**src/rtl/base_address_wr_if.sv**
```systemverilog
// Entry stream and native BRAM port of the CWBP mapping-table writer.
// The writer sits on the slave side of the entry stream and drives the BRAM port.
interface base_address_wr_if;
  logic        in_valid;
  logic        in_ready;
  logic [3:0]  in_way;
  logic [31:0] in_row;
  logic        in_last;

  logic        ram_clk;
  logic        ram_rst;
  logic [31:0] ram_addr;
  logic        ram_en;
  logic [3:0]  ram_we;
  logic [31:0] ram_wd_data;
  logic [31:0] ram_rd_data;

  modport master (
    output in_valid, in_way, in_row, in_last, ram_rd_data,
    input  in_ready, ram_clk, ram_rst, ram_addr, ram_en, ram_we, ram_wd_data
  );

  modport slave (
    input  in_valid, in_way, in_row, in_last, ram_rd_data,
    output in_ready, ram_clk, ram_rst, ram_addr, ram_en, ram_we, ram_wd_data
  );
endinterface

```
**src/rtl/base_address_wr.sv**
```systemverilog
// Encodes (way, row) entries into CWBP mapping pointers, writes them sequentially
// into the mapping-table BRAM, appends an entry-count word and pulses Transfer_Done.
module base_address_wr #(
  parameter logic [31:0] START_ADDR   = 32'h4580_0000,
  parameter int unsigned DEPTH        = 32,
  parameter int unsigned C_DATA_WIDTH = 32
) (
  input  logic              clk,
  input  logic              rst_n,
  input  logic              start,
  base_address_wr_if.slave  bus,
  output logic              busy,
  output logic              range_err,
  output logic              Transfer_Done
);

  localparam int unsigned IDX_W      = $clog2(DEPTH) + 1;
  localparam logic [31:0] COUNT_ADDR = START_ADDR + 32'(DEPTH * 4);

  typedef enum logic [1:0] {
    IDLE   = 2'd0,
    ACCEPT = 2'd1,
    COUNT  = 2'd2,
    DONE   = 2'd3
  } state_t;

  state_t                  state_q;
  logic [IDX_W-1:0]        idx_q;
  logic                    in_ready_q;
  logic                    ram_en_q;
  logic [3:0]              ram_we_q;
  logic [31:0]             ram_addr_q;
  logic [C_DATA_WIDTH-1:0] ram_wd_data_q;
  logic                    busy_q;
  logic                    range_err_q;
  logic                    done_q;

  logic                    hs_s;
  logic                    last_s;
  logic [C_DATA_WIDTH-1:0] ptr_s;
  logic [31:0]             entry_addr_s;

  // Pointer field layout is the exact inverse of the CWBP decoder split.
  assign ptr_s        = {bus.in_way, bus.in_row[27:0]};
  assign entry_addr_s = START_ADDR + {{(30 - IDX_W){1'b0}}, idx_q, 2'b00};
  assign hs_s         = bus.in_valid & in_ready_q & (state_q == ACCEPT);
  // A full table closes exactly as if the entry had carried in_last.
  assign last_s       = bus.in_last | (idx_q == IDX_W'(DEPTH - 1));

  // Table-write sequencer with all outputs registered.
  always_ff @(posedge clk or negedge rst_n) begin
    if (!rst_n) begin
      state_q       <= IDLE;
      idx_q         <= '0;
      in_ready_q    <= 1'b0;
      ram_en_q      <= 1'b0;
      ram_we_q      <= 4'h0;
      ram_addr_q    <= 32'h0000_0000;
      ram_wd_data_q <= '0;
      busy_q        <= 1'b0;
      range_err_q   <= 1'b0;
      done_q        <= 1'b0;
    end else begin
      ram_en_q <= 1'b0;
      ram_we_q <= 4'h0;
      done_q   <= 1'b0;
      case (state_q)
        IDLE: begin
          if (start) begin
            idx_q       <= '0;
            range_err_q <= 1'b0;
            busy_q      <= 1'b1;
            in_ready_q  <= 1'b1;
            state_q     <= ACCEPT;
          end
        end
        ACCEPT: begin
          if (hs_s) begin
            ram_en_q      <= 1'b1;
            ram_we_q      <= 4'hF;
            ram_addr_q    <= entry_addr_s;
            ram_wd_data_q <= ptr_s;
            idx_q         <= idx_q + IDX_W'(1);
            if (bus.in_row[31:28] != 4'h0) begin
              range_err_q <= 1'b1;
            end
            if (last_s) begin
              in_ready_q <= 1'b0;
              state_q    <= COUNT;
            end
          end
        end
        COUNT: begin
          ram_en_q      <= 1'b1;
          ram_we_q      <= 4'hF;
          ram_addr_q    <= COUNT_ADDR;
          ram_wd_data_q <= C_DATA_WIDTH'(idx_q);
          state_q       <= DONE;
        end
        DONE: begin
          done_q  <= 1'b1;
          busy_q  <= 1'b0;
          state_q <= IDLE;
        end
        default: begin
          in_ready_q <= 1'b0;
          busy_q     <= 1'b0;
          state_q    <= IDLE;
        end
      endcase
    end
  end

  assign bus.ram_clk     = clk;
  assign bus.ram_rst     = ~rst_n;
  assign bus.in_ready    = in_ready_q;
  assign bus.ram_en      = ram_en_q;
  assign bus.ram_we      = ram_we_q;
  assign bus.ram_addr    = ram_addr_q;
  assign bus.ram_wd_data = ram_wd_data_q;
  assign busy            = busy_q;
  assign range_err       = range_err_q;
  assign Transfer_Done   = done_q;

endmodule

```
**src/flat_wrapper.sv**
```systemverilog
// flat-port wrapper written by rule: the top's interface ports become plain ports
module base_address_wr_flat 
#(
  parameter logic [31:0] START_ADDR   = 32'h4580_0000,
  parameter int unsigned DEPTH        = 32,
  parameter int unsigned C_DATA_WIDTH = 32
)
  (clk, rst_n, start, busy, range_err, Transfer_Done, bus_in_valid, bus_in_way, bus_in_row, bus_in_last, bus_ram_rd_data, bus_in_ready, bus_ram_clk, bus_ram_rst, bus_ram_addr, bus_ram_en, bus_ram_we, bus_ram_wd_data);
  base_address_wr_if bus_i ();
  input  logic clk;
  input  logic rst_n;
  input  logic start;
  output logic busy;
  output logic range_err;
  output logic Transfer_Done;
  input wire logic [$bits(bus_i.in_valid)-1:0] bus_in_valid;
  input wire logic [$bits(bus_i.in_way)-1:0] bus_in_way;
  input wire logic [$bits(bus_i.in_row)-1:0] bus_in_row;
  input wire logic [$bits(bus_i.in_last)-1:0] bus_in_last;
  input wire logic [$bits(bus_i.ram_rd_data)-1:0] bus_ram_rd_data;
  output wire logic [$bits(bus_i.in_ready)-1:0] bus_in_ready;
  output wire logic [$bits(bus_i.ram_clk)-1:0] bus_ram_clk;
  output wire logic [$bits(bus_i.ram_rst)-1:0] bus_ram_rst;
  output wire logic [$bits(bus_i.ram_addr)-1:0] bus_ram_addr;
  output wire logic [$bits(bus_i.ram_en)-1:0] bus_ram_en;
  output wire logic [$bits(bus_i.ram_we)-1:0] bus_ram_we;
  output wire logic [$bits(bus_i.ram_wd_data)-1:0] bus_ram_wd_data;
  assign bus_i.in_valid = bus_in_valid;
  assign bus_i.in_way = bus_in_way;
  assign bus_i.in_row = bus_in_row;
  assign bus_i.in_last = bus_in_last;
  assign bus_i.ram_rd_data = bus_ram_rd_data;
  assign bus_in_ready = bus_i.in_ready;
  assign bus_ram_clk = bus_i.ram_clk;
  assign bus_ram_rst = bus_i.ram_rst;
  assign bus_ram_addr = bus_i.ram_addr;
  assign bus_ram_en = bus_i.ram_en;
  assign bus_ram_we = bus_i.ram_we;
  assign bus_ram_wd_data = bus_i.ram_wd_data;
  base_address_wr #(.START_ADDR(START_ADDR), .DEPTH(DEPTH), .C_DATA_WIDTH(C_DATA_WIDTH)) u_core (.clk(clk), .rst_n(rst_n), .start(start), .bus(bus_i), .busy(busy), .range_err(range_err), .Transfer_Done(Transfer_Done));
endmodule
```
**config.mk**
```make
export PLATFORM = sky130hd
export DESIGN_NAME = base_address_wr_flat
export DESIGN_NICKNAME = d
export VERILOG_FILES = /design/src/rtl/base_address_wr_if.sv /design/src/rtl/base_address_wr.sv /design/src/flat_wrapper.sv
export SDC_FILE = /design/constraint.sdc
export NUM_CORES = 1
export LEC_CHECK = 0
export BUFFER_PORTS_ARGS = -buffer_cell sky130_fd_sc_hd__buf_2
export CAP_MARGIN = 20
export CORE_MARGIN = 10
export CORE_UTILIZATION = 40
export DETAILED_ROUTE_END_ITERATION = 10
export GPL_TIMING_DRIVEN = 0
export PLACE_DENSITY = 0.8
export SKIP_LAST_GASP = 1
export SYNTH_ARGS = -nofsm -noshare
export SYNTH_HDL_FRONTEND = slang
export SYNTH_SLANG_ARGS = --single-unit
```
**constraint.sdc**
```tcl
create_clock -name clk -period 2.9 [get_ports clk]
set_clock_uncertainty 0.05 [all_clocks]
set_input_delay 0.145 -clock clk [delete_from_list [all_inputs] [get_ports clk]]
set_output_delay 0.145 -clock clk [all_outputs]
set_load 0.01 [all_outputs]
```
==> impl_results.md <==
- Synth Register Bits: 52
- Layout Area Growth over Synthesis: 48.4%
- Maximum Capacitance Violations: 0
- Initial core utilization: 40.6%
- Clock slew at reported path FFs: 0.09 ns
- Top cells by area, synth: dfrtp_1 55%, a22o_1 11%, buf_4 9.5%
- Initial antenna violation count: 1
- Total Nets Final: 442
- Critical Path End Type: output pin
- Worst Path Arrival: 1.92 ns
- Gpl congestion: 0.780
- Final WS setup: 0.787 ns
- Post-DP Area: 3040 µm²
- Yosys top cell area share: 54.7%
- GRT overflow: 0
- GRT Util Overall: 13.9%
- Mapped Cells: 205
- Startpoint type of the worst setup path: clock port
- Worst path required time: 2.71 ns
- Final wirelength: 6.74 mm
- Min-Delay Path Class: input pin to flop
- WS Path Type: clock port to output pin
- Max VDD drop: 0.000436 V
- Hold Vio Cnt, Final: 0
- Floorplan core area: 5850 µm²
- Syn Area/Cell: 11.6 µm²
- Pleak: 1.90 nW
- Non-filler instance count after layout: 441
- Top FF cell, synth: dfrtp_1
- Drt drc: 0
- CTS tree: yes
- Number of synthesized flops with an enable pin: 0
- HPWL Detailed: 4.82 mm
- Final core area utilization: 60.3%
- Vias: 2064
- Routed Antenna Nets: 0
- Die Ht: 97.1 µm
- Die area: 9430 µm²
- Die W: 97.1 µm
- Setup_tns: 0 ns
- Area leader, netlist: dfrtp_1
- Clk Latency, worst-skew pair: 0.40 ns
- CP Max Fanout: 2
- WHS: 0.0631 ns
- # IOs: 148
- Share of layout cells above drive strength 1: 40.5%
- Largest net degree at the start of global routing: 42
- Power, Total: 3.05 mW
- Slew Limit Fails: 0
- Num rows: 28
- Total non-filler cell area in the finished layout: 3530 µm²
- Post-synthesis sequential area ratio: 54.7%
- Layout fillers: 467
- First-pass GRT wire length: 10.9 mm
- Setup WS pre-CTS: 0.959 ns
- RSZ-0062 raised after global routing: false
- Pwr dens: 865 nW/µm²
- Status: complete, no violations
- Drt first pass iters: 4
- Vias/cell: 4.68
- Final Setup Violations: 0
- Number of cells after detailed placement: 395
- Synthesized area: 2380 µm²
- DRT iter0 DRCs: 76
- I/O Buffers: 93
- Yosys cell types: 32
- Async SR Flop Fraction: 100%
- Vias in the first global route: 2199
- DR WL/cell: 15.3 µm
- Synthesis Warnings: 0
-- worst paths after layout --
| kind | cells after the start | start | slack, ns | endpoint |
|---|---|---|---|---|
| max in group asynchronous | 3 | rst_n | 2.17 | u_core.bus.ram_wd_data[13] |
| max | 4 | clk | 0.79 | bus_ram_clk |
| min in group asynchronous | 2 | rst_n | 0.13 | u_core.range_err |
| max reg2reg | 6 | u_core.state_q[0] | 0.98 | u_core.bus.ram_wd_data[21] |
| min | 4 | start | 0.06 | u_core.busy |
| min reg2reg | 2 | u_core.bus.ram_wd_data[4] | 0.44 | u_core.bus.ram_wd_data[4] |
-- critical path: stages --
cell      delay [ns]
clkbuf_8        0.11
clkbuf_8        0.12
buf_4           0.12
buf_2           0.13
-- registers in the layout (all words and copies together), names as in the netlist --
signal	flops
u_core.bus.ram_wd_data	32
u_core.bus.ram_we	1
u_core.state_q	2
u_core.busy	1
u_core.idx_q	6
u_core.Transfer_Done	1
u_core.bus.ram_addr	7
u_core.range_err	1
u_core.bus.in_ready	1
-- final cells by class --
cell class | count | area [µm²] | area share [%]
multi-input combinational | 128 | 860 | 24.4
antenna | 1 | 2.50 | 0.0709
tap | 75 | 93.8 | 2.66
buffer | 39 | 269 | 7.63
clock inverter | 2 | 35.0 | 0.993
clock buffer | 10 | 119 | 3.37
sequential | 52 | 1300 | 36.9
inverter | 7 | 26.3 | 0.745
timing repair buffer | 127 | 821 | 23.3
-- Yosys cell counts (2+ instances only) --
master    count
a22o_1       31
and3_1        2
nand2_1      12
nor2_1        9
o21a_1        2
buf_4        30
inv_1         7
a22oi_1       2
nand2b_1      2
mux2i_1       7
buf_2         8
o21ai_0      10
ha_1          5
xnor2_1       4
nand3_1       3
nor3_1        4
dfrtp_1      52
-- report_power, final --
group | switching, mW | internal [mW]
registers | 0.164 | 0.977
clock network | 0.252 | 0.370
logic | 0.705 | 0.584
total | 1.12 | 1.93
-- placed cells by master, fill, tap and decap left out, drive strengths merged, types with 3 or more instances in the layout --
master       instances
mux2i                8
buf                132
dfrtp               52
a22o                31
nor2                10
inv                  7
nor3                 4
clkbuf              10
conb                22
xnor2                4
nand2               12
dlygate4sd3         34
o21ai               10
ha                   5
nand3                3
-- kinds of logic (layout without fill, tap and decap cells) --
logic type	count (synthesis)	after routing	share of synthesized area (%)
flops	52	52	54.7
other cells	1	23	0.158
buf+inv	46	185	12.4
xor+xnor	4	4	1.47
simple gates	38	38	8.00
compound gates	50	50	16.6
mux	9	9	4.00
fa+ha+maj	5	5	2.63
-- metal layers --
metal,wire length (µm),GRT usage (%),part of all wire (%)
met3,504,5.62,7.5
met4,73,5.22,1.1
met1,2720,15.5,40
met2,3440,23.3,51
met5,0,0,0
-- repair_timing --
action	CTS	global route
hold buffers	34	0
buffers inserted	0	0
endpoints found under the setup margin	0	0
gates resized for setup	0	0
hold endpoints to repair	85	0
(Power assumes the default switching activity.)
